--- src/rtl/serial_add_ctrl.sv ---
// Bit-serial adder sequencer: streams two WIDTH-bit operands LSB-first through an
// external combinational full adder, keeping the running carry in a register.
module serial_add_ctrl #(
  parameter int WIDTH = 8,
  parameter int CNT_W = 5
) (
  input  logic             clk,
  input  logic             rst,
  input  logic             start,
  input  logic [WIDTH-1:0] A,
  input  logic [WIDTH-1:0] B,
  input  logic             Cin,
  output logic             fa_a,
  output logic             fa_b,
  output logic             fa_c1,
  input  logic             fa_f,
  input  logic             fa_c2,
  output logic             busy,
  output logic             done,
  output logic [WIDTH-1:0] F,
  output logic             Cout,
  output logic             V
);

  typedef enum logic {IDLE = 1'b0, RUN = 1'b1} state_t;

  localparam logic [CNT_W-1:0] CNT_LAST = CNT_W'(WIDTH - 1);
  localparam logic [CNT_W-1:0] CNT_PEN  = CNT_W'(WIDTH - 2);

  state_t           state_q, state_d;
  logic [CNT_W-1:0] cnt_q, cnt_d;
  logic             carry_q, carry_d;
  logic             c_msb_q, c_msb_d;
  logic [WIDTH-1:0] a_sh_q, a_sh_d;
  logic [WIDTH-1:0] b_sh_q, b_sh_d;
  logic [WIDTH-1:0] s_sh_q, s_sh_d;
  logic [WIDTH-1:0] f_q, f_d;
  logic             cout_q, cout_d;
  logic             v_q, v_d;
  logic             done_q, done_d;

  always_ff @(posedge clk) begin
    if (rst) begin
      state_q <= IDLE;
      cnt_q   <= '0;
      carry_q <= 1'b0;
      c_msb_q <= 1'b0;
      a_sh_q  <= '0;
      b_sh_q  <= '0;
      s_sh_q  <= '0;
      f_q     <= '0;
      cout_q  <= 1'b0;
      v_q     <= 1'b0;
      done_q  <= 1'b0;
    end else begin
      state_q <= state_d;
      cnt_q   <= cnt_d;
      carry_q <= carry_d;
      c_msb_q <= c_msb_d;
      a_sh_q  <= a_sh_d;
      b_sh_q  <= b_sh_d;
      s_sh_q  <= s_sh_d;
      f_q     <= f_d;
      cout_q  <= cout_d;
      v_q     <= v_d;
      done_q  <= done_d;
    end
  end

  always_comb begin
    state_d = state_q;
    cnt_d   = cnt_q;
    carry_d = carry_q;
    c_msb_d = c_msb_q;
    a_sh_d  = a_sh_q;
    b_sh_d  = b_sh_q;
    s_sh_d  = s_sh_q;
    f_d     = f_q;
    cout_d  = cout_q;
    v_d     = v_q;
    done_d  = 1'b0;
    fa_a    = 1'b0;
    fa_b    = 1'b0;
    fa_c1   = 1'b0;
    case (state_q)
      IDLE: begin
        if (start) begin
          a_sh_d  = A;
          b_sh_d  = B;
          carry_d = Cin;
          cnt_d   = '0;
          s_sh_d  = '0;
          f_d     = '0;
          cout_d  = 1'b0;
          v_d     = 1'b0;
          state_d = RUN;
        end
      end
      RUN: begin
        // Adder loop stays combinational: register bits out, fa_f/fa_c2 back in.
        fa_a    = a_sh_q[0];
        fa_b    = b_sh_q[0];
        fa_c1   = carry_q;
        a_sh_d  = a_sh_q >> 1;
        b_sh_d  = b_sh_q >> 1;
        s_sh_d  = {fa_f, s_sh_q[WIDTH-1:1]};
        carry_d = fa_c2;
        cnt_d   = cnt_q + CNT_W'(1);
        if (cnt_q == CNT_PEN) c_msb_d = fa_c2;
        if (cnt_q == CNT_LAST) begin
          f_d     = {fa_f, s_sh_q[WIDTH-1:1]};
          cout_d  = fa_c2;
          v_d     = fa_c2 ^ c_msb_q;
          done_d  = 1'b1;
          state_d = IDLE;
        end
      end
      default: state_d = IDLE;
    endcase
  end

  assign busy = (state_q == RUN);
  assign done = done_q;
  assign F    = f_q;
  assign Cout = cout_q;
  assign V    = v_q;

endmodule

--- config.mk ---
export PLATFORM = sky130hd
export DESIGN_NAME = serial_add_ctrl
export DESIGN_NICKNAME = d
export VERILOG_FILES = /design/src/rtl/serial_add_ctrl.sv
export SDC_FILE = /design/constraint.sdc
export NUM_CORES = 1
export LEC_CHECK = 0
export CORE_UTILIZATION = 55
export DETAILED_ROUTE_END_ITERATION = 16
export PLACE_DENSITY = 0.84
export SLEW_MARGIN = 20
export SYNTH_ARGS = -nofsm -noshare
export SYNTH_HDL_FRONTEND = slang
export SYNTH_SLANG_ARGS = --single-unit
--- constraint.sdc ---
create_clock -name clk -period 3.4 [get_ports clk]
set_input_delay 0.34 -clock clk [delete_from_list [all_inputs] [get_ports clk]]
set_output_delay 0.34 -clock clk [all_outputs]
set_load 0.01 [all_outputs]
==> results <==
- The quantity of gates resized following cts is 0.
- Counting distinct cell types in the post-synthesis netlist gives 25.
- The worst setup path is captured at an output pin.
- For the finished layout, the period the worst path requires is a little over 2000 ps.
- The global routing usage on met2 is between 40% and 50%.
- The number of buffers added by the clock tree synthesis step is 5.
- The number of nets in the finished design is about 250.
- The first global-routing pass estimated just under 6 mm of wire.
- For this run, global-route usage on met3 was measured as under 10%.
- Once detail routing completed, the nets flagged for antenna violations numbered 0.
- Pin placement for this block handled 37 I/O pins.
- The number of setup violations in the final report is 0.
- The number of max-cap violations is 0.
- Global routing used a little under a quarter of the available met1 tracks.
- Setup repair after global routing left no endpoint under its margin.
- The worst hold path terminates at F[0].
- The final hold violation count is 0.
- The area taken by multi-input logic gates is ~930 um2.
- After synthesis, the mean cell area works out to 9.55 um2.
- The number of nets produced by synthesis is ~220.
- The number of global-route vias before repair is 1430.
- The layer with the highest usage after global routing is met2.
- The max-slew violation count is 0.
- Across all hold checks on the routed design, the worst slack comes to about 480 ps.
- The overall overflow remaining after global route is 0.
- The number of filler instances in the final layout is ~240.
- The accumulated negative setup slack is 0 ps.
- The worst register-to-register path ends at cnt_q[3].
- The type of the worst min-delay path is register to register.
- Wires add up to ~3.6 mm.
- The fraction of the cycle the final worst path needs is 60.9%.
- The reported leakage power is 0.846 nW.
- 0 antenna diodes ended up in the layout.
- The total clock sinks is 42.
- The clock tree from TritonCTS is done.
- The synthesis warning total is 0.
- The sequential cell area in the final layout is around 840 um2.
- The number of antenna violations at the first check in global routing is 0.
- The worst clock skew is approximately 7.1 ps.
- The synthesized netlist occupies a cell area of 1890 um2.
- The internal reg-to-reg setup slack is between 1500 and 2000 ps.
- The number of setup buffers added after CTS is 0.
- The number of optimization iterations in the first detailed-route pass is 4.
- The count of hold buffers inserted by post-cts repair is 0.
- The origin of the worst min-delay path is s_sh_q[1].
- Dividing the detail-routed via count by the number of cells gives roughly 5.7.
- Clock-pin slew was measured on the worst setup and hold paths at around 120 ps.
- At the end of routability-driven placement, the weighted congestion stood at 0.732.
- Power spread over the standard cell area amounts to 401 nW/um2.
- The maximum number of pins on one net before global-route repair is 28.
- Compared with the post-synthesis result, the final layout area differs by 21.6%.
- Once the floorplan was initialized, standard cells occupied around 60% of the core.
- The highest ir drop seen on vdd is about 0.32 mV.
- The number of cells produced by synthesis is 198.
- The number of cells on the worst reg-to-reg path is 4.
- The worst setup path is of the register to output pin kind.
- The estimated wirelength of the detail-placed design is 2.52 mm.
- At the pin with the least slew margin, the transition time is slightly below 800 ps.
- The clock latency on the worst-skew pair is 340 ps.
- The worst path arrival time is 1730 ps.
- The number of flip-flops and latches in the synthesized netlist is 42.
- The die boundary height is between 60 and 70 um.
- Summing the sequential cell areas from Yosys gives 44.4% of the chip area.
- The number of I/O port buffers is 36.
- The flow ran to the end, and the final reports show no timing, DRC or antenna violations.
- The global router's overall resource usage is 21.9%.
- After detailed routing, the number of remaining DRC violations is 0.
- The worst register-to-register path begins at busy.
- Tracing the worst setup path back leads to its startpoint at busy.
- In this run, the number of DRC markers left after iteration 0 of detailed routing was around 70.
- The via total after detailed routing is around 1500.
- Derived from the worst setup path, the maximum achievable clock frequency is roughly 0.48 GHz.
- The startpoint type of the worst setup path is a register.
- In the final routed layout, each cell accounts on average for approximately 13 um.
- Of the cells placed in the final design, the portion with a size suffix greater than 1 is around 14%.
- At the worst endpoint, the required time is roughly 3000 ps.
- The floorplan has 20 rows.
- The cell count of the worst hold path is 2.
- The tightest slew margin relative to the limit is a little under half.
- The largest fanout on the critical path is 27.
- The cell chosen for the clock root is sky130_fd_sc_hd__clkbuf_4.
- The maximum root-to-sink buffer count is 2.
- The region available for standard cell placement spans around 3200 um2.
- The die area is 3680 um2.
- Measured along the x axis, the die boundary spans a little over 60 um.
- The number of levels the H-tree was split into is 2.
## critical path, cell delays in order (launching register included)
cell	delay [ps]
sky130_fd_sc_hd__dfxtp_2	640
sky130_fd_sc_hd__and2_1	210
sky130_fd_sc_hd__clkdlybuf4s50_1	540
## layout by cell type, fill, tap and decap left out, types with 2 or more instances in the layout
| cell type | count |
|---|---|
| sky130_fd_sc_hd__nand3_1 | 12 |
| sky130_fd_sc_hd__nand4_1 | 3 |
| sky130_fd_sc_hd__mux2i_1 | 19 |
| sky130_fd_sc_hd__or2_2 | 2 |
| sky130_fd_sc_hd__nor3b_1 | 8 |
| sky130_fd_sc_hd__clkbuf_8 | 3 |
| sky130_fd_sc_hd__a21oi_1 | 22 |
| sky130_fd_sc_hd__mux2_2 | 15 |
| sky130_fd_sc_hd__ha_1 | 2 |
| sky130_fd_sc_hd__inv_1 | 4 |
| sky130_fd_sc_hd__dfxtp_1 | 41 |
| sky130_fd_sc_hd__nor2_1 | 25 |
| sky130_fd_sc_hd__and2_1 | 3 |
| sky130_fd_sc_hd__buf_4 | 3 |
| sky130_fd_sc_hd__nand2b_1 | 3 |
| sky130_fd_sc_hd__clkdlybuf4s50_1 | 36 |
| sky130_fd_sc_hd__nor3_1 | 3 |
| sky130_fd_sc_hd__o211ai_1 | 10 |
| sky130_fd_sc_hd__clkbuf_4 | 5 |
## cell type report
cell class                      count  area share, %
Inverter                            4          0.653
Tap cell                           44           2.39
Timing Repair Buffer               39           16.6
Clock buffer                        8           3.43
Multi-Input combinational cell    133           40.3
Sequential cell                    42           36.6
## Yosys cell counts
library cell / number / area [um2]
sky130_fd_sc_hd__nand4_1: 3 / 18.8
sky130_fd_sc_hd__nor3b_1: 8 / 60.1
sky130_fd_sc_hd__a211oi_2: 1 / 12.5
sky130_fd_sc_hd__mux2_2: 15 / 169
sky130_fd_sc_hd__o211ai_1: 10 / 75.1
sky130_fd_sc_hd__nor2_1: 25 / 93.8
sky130_fd_sc_hd__xor2_1: 1 / 8.76
sky130_fd_sc_hd__inv_1: 4 / 15.0
sky130_fd_sc_hd__dfxtp_1: 42 / 841
sky130_fd_sc_hd__or2_2: 2 / 12.5
sky130_fd_sc_hd__buf_2: 7 / 35.0
sky130_fd_sc_hd__mux2i_1: 19 / 190
sky130_fd_sc_hd__nand2b_1: 3 / 18.8
sky130_fd_sc_hd__a21oi_1: 22 / 110
sky130_fd_sc_hd__nand3_1: 12 / 60.1
sky130_fd_sc_hd__buf_6: 3 / 33.8
sky130_fd_sc_hd__ha_1: 2 / 25.0
sky130_fd_sc_hd__nor3_1: 3 / 15.0
sky130_fd_sc_hd__nor2_2: 1 / 6.26
sky130_fd_sc_hd__and2_1: 3 / 18.8
sky130_fd_sc_hd__buf_4: 2 / 15.0
sky130_fd_sc_hd__nand4bb_1: 1 / 11.3
sky130_fd_sc_hd__and4bb_1: 1 / 12.5
sky130_fd_sc_hd__a211oi_1: 1 / 7.51
sky130_fd_sc_hd__clkbuf_1: 7 / 26.3
## worst max path at each step
stage                endpoint  cells after the start
finish                   fa_a                      2
global route             fa_a                      2
CTS                      fa_a                      2
detailed placement  b_sh_q[5]                      5
global placement    a_sh_q[4]                      5
floorplan                fa_a                      3
## per-layer routing
| layer | routed length [um] | vias to the layer above |
|---|---|---|
| met1 | 1500 | 731 |
| met2 | 1920 | 44 |
| met4 | 46 | 0 |
| met3 | 145 | 6 |
| met5 | 0 | - |
| li1 | - | 750 |
## report_power, final
group	switching [mW]	internal, mW	total, mW
Combinational	0.0449	0.0599	0.105
Clock	0.154	0.142	0.295
Sequential	0.0143	0.508	0.522
## flip-flops by register name, indices dropped and copies added (netlist names)
register	flops
b_sh_q	8
c_msb_q	1
carry_q	1
V	1
done	1
a_sh_q	8
Cout	1
s_sh_q	7
F	8
cnt_q	5
busy	1
## cells by family (layout without fill, tap and decap cells)
kind of cell,after synthesis,count (layout),share of synthesized area [%]
adder cells (fa/ha/maj),2,2,1.32
XOR/XNOR,1,1,0.463
AO/OA/AOI/OAI,34,34,10.8
flip-flops,42,42,44.4
buffers and inverters,23,51,6.61
multiplexers,34,34,19.0
AND/OR/NAND/NOR,62,62,17.3
## per-stage QoR
| stage | power, mW | worst slack, ps | instances | instance area [um2] | util, % |
|---|---|---|---|---|---|
| 6_report | 0.922 | 1330 | 270 | 2300 | 72.9 |
| 5_1_grt | 0.965 | 1220 | 270 | 2300 | 72.9 |
| 4_1_cts | 0.930 | 1320 | 270 | 2300 | 72.9 |
| 3_5_place_dp | 0.638 | 1130 | 262 | 2220 | 70.4 |
| 3_3_place_gp | 0.632 | 1230 | 262 | 2220 | 70.4 |
| 2_1_floorplan | 0.601 | 2090 | 198 | 1890 | - |
Power figures use the tool's default switching activity.
